$ cat config.mk
export PLATFORM = sky130hd
export DESIGN_NAME = latch_bank_wr_seq
export DESIGN_NICKNAME = d
export VERILOG_FILES = /design/src/rtl/latch_bank_wr_seq.sv
export SDC_FILE = /design/constraint.sdc
export NUM_CORES = 1
export LEC_CHECK = 0
export ABC_CLOCK_PERIOD_IN_PS = 1830
export CAP_MARGIN = 10
export CORE_ASPECT_RATIO = 2
export CORE_MARGIN = 2
export CORE_UTILIZATION = 25
export DETAILED_ROUTE_END_ITERATION = 7
export GPL_ROUTABILITY_DRIVEN = 0
export GPL_TIMING_DRIVEN = 0
export PLACE_DENSITY = 0.49
export REMOVE_ABC_BUFFERS = 1
export SLEW_MARGIN = 10
export SYNTH_ARGS = -nofsm -noshare
export SYNTH_HDL_FRONTEND = slang
export SYNTH_SLANG_ARGS = --single-unit
$ cat constraint.sdc
create_clock -name CLK -period 1.83 [get_ports CLK]
set_input_delay 0.2745 -clock CLK [delete_from_list [all_inputs] [get_ports CLK]]
set_output_delay 0.2745 -clock CLK [all_outputs]
set_load 0.01 [all_outputs]
$ cat src/rtl/latch_bank_wr_seq.sv
// Write sequencer for a transparent-latch bank: it times setup, enable-pulse and hold phases on D/E.
// Optional feature macro LATCH_WR_PARITY_EN: adds an even-parity bit as LAT_D[DW].
module latch_bank_wr_seq #(
    parameter int DW        = 8,
    parameter int AW        = 3,
    parameter int DEPTH     = 8,
    parameter int SETUP_CYC = 1,
    parameter int PULSE_CYC = 2,
    parameter int HOLD_CYC  = 1,
`ifdef LATCH_WR_PARITY_EN
    localparam int LDW = DW + 1
`else
    localparam int LDW = DW
`endif
) (
    input  logic             CLK,
    input  logic             RST,
    input  logic             WR_VALID,
    output logic             WR_READY,
    input  logic [AW-1:0]    WR_ADDR,
    input  logic [DW-1:0]    WR_DATA,
    output logic [DEPTH-1:0] LAT_E,
    output logic [LDW-1:0]   LAT_D,
    output logic             BUSY,
    output logic             WR_DONE,
    output logic             ERR_ADDR
);

    localparam int MAXC_A = (SETUP_CYC > PULSE_CYC) ? SETUP_CYC : PULSE_CYC;
    localparam int MAXC   = (MAXC_A > HOLD_CYC) ? MAXC_A : HOLD_CYC;
    localparam int CW     = (MAXC > 1) ? $clog2(MAXC) : 1;
    localparam logic [AW:0] DEPTH_LIM = (AW+1)'(DEPTH);

    generate
        if (DEPTH > 2**AW) begin : g_bad_depth
            $error("latch_bank_wr_seq: DEPTH exceeds 2**AW");
        end
        if (SETUP_CYC < 1 || PULSE_CYC < 1 || HOLD_CYC < 1) begin : g_bad_cyc
            $error("latch_bank_wr_seq: SETUP_CYC, PULSE_CYC and HOLD_CYC must be >= 1");
        end
    endgenerate

    typedef enum logic [1:0] {
        S_IDLE  = 2'd0,
        S_SETUP = 2'd1,
        S_PULSE = 2'd2,
        S_HOLD  = 2'd3
    } state_t;

    state_t           state_q, state_d;
    logic [CW-1:0]    cnt_q, cnt_d;
    logic [AW-1:0]    addr_q, addr_d;
    logic [DEPTH-1:0] lat_e_q, lat_e_d;
    logic [LDW-1:0]   lat_d_q, lat_d_d;
    logic             done_q, done_d;
    logic             err_q, err_d;

    logic [LDW-1:0]   cap_data;
    logic [DEPTH-1:0] row_sel;
    logic             addr_oor;
    logic             accept;

`ifdef LATCH_WR_PARITY_EN
    assign cap_data = {^WR_DATA, WR_DATA};
`else
    assign cap_data = WR_DATA;
`endif

    // Out-of-range addresses match no row, so the enable pulse stays all-zero.
    generate
        for (genvar gi = 0; gi < DEPTH; gi++) begin : g_row_sel
            assign row_sel[gi] = (addr_q == AW'(gi));
        end
    endgenerate

    assign addr_oor = ({1'b0, addr_q} >= DEPTH_LIM);
    assign WR_READY = (state_q == S_IDLE) && !RST;
    assign accept   = WR_VALID && WR_READY;

    always_comb begin
        state_d = state_q;
        cnt_d   = cnt_q;
        addr_d  = addr_q;
        lat_e_d = lat_e_q;
        lat_d_d = lat_d_q;
        done_d  = 1'b0;
        err_d   = 1'b0;
        unique case (state_q)
            S_IDLE: begin
                lat_e_d = '0;
                if (accept) begin
                    addr_d  = WR_ADDR;
                    lat_d_d = cap_data;
                    cnt_d   = CW'(SETUP_CYC - 1);
                    state_d = S_SETUP;
                end
            end
            S_SETUP: begin
                if (cnt_q == '0) begin
                    lat_e_d = row_sel;
                    cnt_d   = CW'(PULSE_CYC - 1);
                    state_d = S_PULSE;
                end else begin
                    cnt_d = cnt_q - 1'b1;
                end
            end
            S_PULSE: begin
                if (cnt_q == '0) begin
                    lat_e_d = '0;
                    cnt_d   = CW'(HOLD_CYC - 1);
                    state_d = S_HOLD;
                end else begin
                    cnt_d = cnt_q - 1'b1;
                end
            end
            S_HOLD: begin
                if (cnt_q == '0) begin
                    done_d  = 1'b1;
                    err_d   = addr_oor;
                    state_d = S_IDLE;
                end else begin
                    cnt_d = cnt_q - 1'b1;
                end
            end
            default: begin
                lat_e_d = '0;
                state_d = S_IDLE;
            end
        endcase
    end

    always_ff @(posedge CLK) begin
        if (RST) begin
            state_q <= S_IDLE;
            cnt_q   <= '0;
            addr_q  <= '0;
            lat_e_q <= '0;
            lat_d_q <= '0;
            done_q  <= 1'b0;
            err_q   <= 1'b0;
        end else begin
            state_q <= state_d;
            cnt_q   <= cnt_d;
            addr_q  <= addr_d;
            lat_e_q <= lat_e_d;
            lat_d_q <= lat_d_d;
            done_q  <= done_d;
            err_q   <= err_d;
        end
    end

    assign LAT_E    = lat_e_q;
    assign LAT_D    = lat_d_q;
    assign BUSY     = (state_q != S_IDLE);
    assign WR_DONE  = done_q;
    assign ERR_ADDR = err_q;

endmodule
==> results of run 1 <==
## layout make-up
class	instances	share of cell area (%)
Multi-Input combinational cell	84	37.2
Sequential cell	23	32.2
Timing Repair Buffer	32	22.0
Tap cell	52	4.53
Clock buffer	3	2.87
Inverter	3	0.783
Clock inverter	1	0.348
## layout by cell type (no fill, tap or decap), types with 2 or more instances in the layout
master	count
nand2b_1	12
nand3b_1	2
dfxtp_2	2
o21ai_0	20
or4b_1	4
or4_1	3
a21oi_1	8
clkbuf_8	3
ha_1	4
nand3_1	2
nand2_1	11
nor2b_1	3
dlygate4sd2_1	3
clkdlybuf4s50_1	29
o41ai_1	2
dfxtp_1	21
inv_1	3
nor2_1	3
## routing by layer
| layer | part of all wire, % | up-vias |
|---|---|---|
| met2 | 54 | 17 |
| met4 | 1.0 | 0 |
| met1 | 41 | 422 |
| met3 | 4.0 | 2 |
| met5 | 0 | - |
| li1 | - | 465 |
## sequential cells by signal, indices dropped and copies added, names as in the netlist
name,flops
state_q,2
addr_q,3
WR_DONE,1
LAT_E,8
LAT_D,8
cnt_q,1
## repair_timing
action                                  in CTS  in global routing
endpoints found under the hold margin        0                  0
buffers inserted                             0                  0
hold buffers                                 0                  0
resized for setup                            5                  1
endpoints found under the setup margin      13                  3
## worst max-delay path by stage
stage / from / endpoint / slack (ps) / depth (start not counted)
after floorplan: state_q[1]$_SDFFE_PP0P_ / LAT_E[3]$_SDFFE_PP0P_ / 200 / 5
after global placement: RST / addr_q[1]$_SDFFE_PP0P_ / -430 / 3
after detailed placement: RST / LAT_D[7]$_SDFFE_PP0P_ / -470 / 3
after CTS: state_q[1]$_SDFFE_PP0P_ / LAT_E[3]$_SDFFE_PP0P_ / 80 / 5
after global routing: state_q[0]$_SDFFE_PP0P_ / LAT_E[5]$_SDFFE_PP0P_ / 10 / 5
final: state_q[0]$_SDFFE_PP0P_ / LAT_E[5]$_SDFFE_PP0P_ / 140 / 5
## power by group through the flow
stage	Combinational [mW]	Sequential, mW	Clock [mW]
after floorplan	0.288	0.694	0
after global placement	0.547	0.681	0
after detailed placement	0.562	0.688	0
after CTS	0.547	0.682	0.328
after global routing	0.603	0.699	0.353
final	0.540	0.680	0.309
## kinds of logic after synthesis
kind of cell | after synthesis | share of synthesized area, %
adder cells (fa/ha/maj) | 5 | 5.97
other | 1 | 0.358
AO/OA/AOI/OAI | 34 | 18.6
multiplexers | 1 | 0.956
buffers and inverters | 11 | 5.14
AND/OR/NAND/NOR | 43 | 25.0
flip-flops | 23 | 44.0
## worst max-delay path, cell delays in order, from the launching register on
cell and delay (ps):
dfxtp_2 380, inv_1 80, ha_1 240, o21a_4 260, or4b_1 510, a21oi_1 140
==> impl_metrics.json, run 1 <==
{
  "critPathRequiredTime_ps": 2020,
  "holdCritPathClass": "reg2reg",
  "critPathKind": "reg2reg",
  "die_area_sq_um": 4750,
  "area_growth_pct": 37.3,
  "hold_ws_ps": 474,
  "rows": 33,
  "worst-r2r-cell-count": 5,
  "synth-edff-count": 0,
  "yosysTopAreaCellShare_pct": 44.0,
  "htree_levels": 1,
  "finalWorstSetupSlack_ps": 143,
  "cp.arrival_ps": 1870,
  "grt_max_degree": 28,
  "grt_pass1_vias": 851,
  "outcome": "complete, no violations",
  "fin_area_sq_um": 1440,
  "fill_cells": 471,
  "cts_root_buf": "clkbuf_8",
  "r2r_slack_ps": 140,
  "setup_tns_ps": 0,
  "die_w_um": 49.8,
  "diodes": 0,
  "ys_warn_count": 0,
  "p_per_area_nw_per_um2": 1060,
  "ys_ff_latch": 23,
  "hold_path_end": "LAT_E[3]$_SDFFE_PP0P_",
  "via_count": 906,
  "grt_first_pass_wirelength_um": 3830,
  "sw_frac_of_total_pct": 33.5,
  "final_cells": 198,
  "top_usage_layer": "met2",
  "finish.utilization_pct": 35.5,
  "antenna_left": 0,
  "fin_crit_sh_pct": 92.2,
  "drt-total-wl_um": 2300,
  "placed_cell_area_sq_um": 1390,
  "clockPowerShare_pct": 20.2,
  "drv_slew": 0,
  "viasPerCell": 4.58,
  "ios": 34,
  "yosys-top-cells-area": "dfxtp_1 44%, o21ai_0 9.6%, nand2b_1 7.2%, ha_1 6.0%, nand2_1 3.9%",
  "wl_per_cell_um": 11.6,
  "power_mw": 1.53,
  "seqPwrFrac_pct": 44.5,
  "clkLatencyLatePin_ps": 260,
  "power_frac_comb_pct": 35.3,
  "max_slew.worst_pin.slew_ps": 788,
  "drt_first_pass_iters": 3,
  "cap_violations": 0,
  "startpoint_type": "register",
  "remaining_drc_errors": 0,
  "yosys_most_used_dff": "dfxtp_1",
  "fin_skew_ps": 2.93,
  "fin_crit_ps": 1690,
  "drt_iter0_markers": 17,
  "ys_seq_area_share_pct": 44.0,
  "die_y_um": 95.5,
  "nets": 166,
  "multiInputGateArea_sq_um": 536,
  "path_max_fanout": 16,
  "reg2reg_from": "state_q[0]$_SDFFE_PP0P_",
  "start_util_pct": 25.9,
  "clkTransAtPathRegs_ps": 80,
  "p_int_mw": 1.02,
  "cts_sinks": 23,
  "syn_inst": 118,
  "ir_drop_mv": 0.542,
  "grtUsageMet2_pct": 18.6,
  "preCtsSetupSlack_ps": -470,
  "hold_viol_final": 0,
  "drive_above_1_share_pct": 5.48,
  "r2r_end": "LAT_E[5]$_SDFFE_PP0P_",
  "slew-limit-headroom_pct": 47.5,
  "p_leak_nw": 0.511,
  "syn-cell-area_sq_um": 1050,
  "p_sw_uw": 512,
  "dp.final_hpwl_um": 1700,
  "ys_async_sr_fraction_pct": 0,
  "seqCellArea_sq_um": 463,
  "rsz0062_at_grt": "false",
  "ys_types": 27,
  "grt.overflow.total": 0,
  "hold_path_startpoint": "LAT_E[3]$_SDFFE_PP0P_",
  "synth.avg_cell_area_sq_um": 8.88,
  "portBuffers": 32,
  "antenna_found_initial": 0,
  "finalSetupViolCount": 0,
  "max_freq_mhz": 593,
  "track_usage_pct": 10.3,
  "endpoint_kind": "register",
  "dp.cells": 194,
  "synth_common_cells": "23 x dfxtp_1, 20 x o21ai_0, 12 x nand2b_1, 11 x nand2_1, 8 x a21oi_1",
  "synth_area_leader_cell": "dfxtp_1",
  "grt_util_met3_pct": 1.57,
  "hold_path_depth": 2,
  "cts_tree": "built",
  "use_met1_pct": 11.7,
  "clockBufferDepth": 2,
  "core_area_sq_um": 4050,
  "synth.most_common_cell": "dfxtp_1",
  "cts_buffers": 3
}
Power figures use the tool's default switching activity.
==> inputs of run 2 (changes only) <==
- REMOVE_ABC_BUFFERS: 1 -> not set
==> impl_metrics.json, run 2 (synthesis gave the netlist of run 1 again) <==
{
  "placed_cell_area_sq_um": 1430,
  "drive_above_1_share_pct": 9.74,
  "cp.arrival_ps": 1940,
  "r2r_end": "LAT_E[7]$_SDFFE_PP0P_",
  "critPathRequiredTime_ps": 2030,
  "nets": 174,
  "seqCellArea_sq_um": 468,
  "dp.final_hpwl_um": 1970,
  "fin_crit_ps": 1730,
  "area_growth_pct": 43.2,
  "ir_drop_mv": 0.382,
  "cap_violations": 0,
  "hold_path_end": "LAT_D[4]$_SDFFE_PP0P_",
  "drt-total-wl_um": 2510,
  "diodes": 0,
  "path_max_fanout": 9,
  "finalSetupViolCount": 0,
  "antenna_found_initial": 0,
  "cts_buffers": 3,
  "fin_skew_ps": 2.05,
  "cts_sinks": 23,
  "die_area_sq_um": 4750,
  "worst-r2r-cell-count": 6,
  "syn_nets": 137,
  "clockBufferDepth": 2,
  "multiInputGateArea_sq_um": 539,
  "hold_buffers": 0,
  "portBuffers": 32,
  "start_util_pct": 25.9,
  "holdCritPathClass": "reg2reg",
  "cts_tree": "built",
  "max_stage_delay_ps": 540,
  "remaining_drc_errors": 0,
  "fill_cells": 451,
  "preCtsSetupSlack_ps": -725,
  "hold_path_depth": 2,
  "clkTransAtPathRegs_ps": 80,
  "cp_slowest_cell": "or4b_1",
  "setup_tns_ps": 0,
  "p_leak_nw": 0.551,
  "layout_common_cells": "29 x clkdlybuf4s50_1, 21 x dfxtp_1, 20 x o21ai_0",
  "rsz0062_at_grt": "false",
  "via_count": 929,
  "core_area_sq_um": 4050,
  "critPathKind": "reg2reg",
  "critPathTopFamily": "simple AND/OR/NAND/NOR gates",
  "hold_viol_final": 0,
  "max_freq_mhz": 577,
  "antenna_left": 0,
  "final_common_cell": "clkdlybuf4s50_1",
  "startpoint_type": "register",
  "drt_iter0_markers": 15,
  "hold_path_startpoint": "LAT_D[4]$_SDFFE_PP0P_",
  "grt_pass1_vias": 931,
  "fin_area_sq_um": 1500,
  "grt_max_degree": 14,
  "endpoint_kind": "register",
  "viasPerCell": 4.51,
  "reg2reg_from": "state_q[1]$_SDFFE_PP0P_",
  "clkLatencyLatePin_ps": 260,
  "outcome": "complete, no violations",
  "p_per_area_nw_per_um2": 1060,
  "die_w_um": 49.8,
  "cp.buffers_inverters": 2,
  "grt.overflow.total": 0,
  "hold_ws_ps": 481,
  "track_usage_pct": 11.4,
  "htree_levels": 1,
  "drv_slew": 0,
  "crit_chain": "inv_1 > ha_1 > buf_6 > o21a_4 > or4b_1 > a21oi_2",
  "cts_root_buf": "clkbuf_8",
  "grt_first_pass_wirelength_um": 4090,
  "wl_per_cell_um": 12.2,
  "die_y_um": 95.5,
  "finalWorstSetupSlack_ps": 96.0,
  "ios": 34,
  "drt_first_pass_iters": 3,
  "fin_crit_sh_pct": 94.8,
  "rows": 33,
  "r2r_slack_ps": 100
}
[run 2: worst max-delay path by stage]
stage / from / end / slack, ps / cells past startpoint
2_1_floorplan: state_q[1]$_SDFFE_PP0P_ / LAT_E[3]$_SDFFE_PP0P_ / 200 / 6
3_3_place_gp: RST / WR_READY / -650 / 5
3_5_place_dp: RST / WR_READY / -730 / 5
4_1_cts: state_q[0]$_SDFFE_PP0P_ / BUSY / 4 / 4
5_1_grt: state_q[1]$_SDFFE_PP0P_ / LAT_E[7]$_SDFFE_PP0P_ / 3 / 6
6_report: state_q[1]$_SDFFE_PP0P_ / LAT_E[7]$_SDFFE_PP0P_ / 100 / 6
[run 2: tightest hold or removal path, cell delays in order, from the launching register on]
cell      delay, ps
dfxtp_1         320
nand2b_1         60
o21ai_0          60
[run 2: routing by layer]
layer | track usage, % | vias to the layer above | routed length, um
met1 | 11.2 | 422 | 971
li1 | - | 483 | -
met5 | 0 | - | 0
met3 | 2.04 | 5 | 87
met4 | 6.25 | 0 | 61
met2 | 21.7 | 19 | 1390
[run 2: report_power, final]
part | leakage (nW) | switching (mW) | internal, mW
clock | 0.0255 | 0.162 | 0.152
sequential | 0.189 | 0.0820 | 0.606
combinational | 0.336 | 0.286 | 0.302
[run 2: what timing repair did]
action	4_1_cts	5_1_grt
gates resized for setup	10	4
setup endpoints to repair	2	3
setup buffers	0	0
[run 2: layout make-up]
type                            instances  area share [%]
Timing Repair Buffer                   32            21.5
Clock buffer                            3            2.75
Buffer                                  8            3.17
Tap cell                               52            4.34
Multi-Input combinational cell         84            35.9
Clock inverter                          1           0.334
Sequential cell                        23            31.2
Inverter                                3           0.751
[run 2: stage by stage]
stage          power, mW  util (%)  std cells
2_1_floorplan       1.02         -        118
3_3_place_gp        1.27      35.4        202
3_5_place_dp        1.29      35.4        202
4_1_cts             1.61      36.8        206
5_1_grt             1.71      37.1        206
6_report            1.59      37.1        206
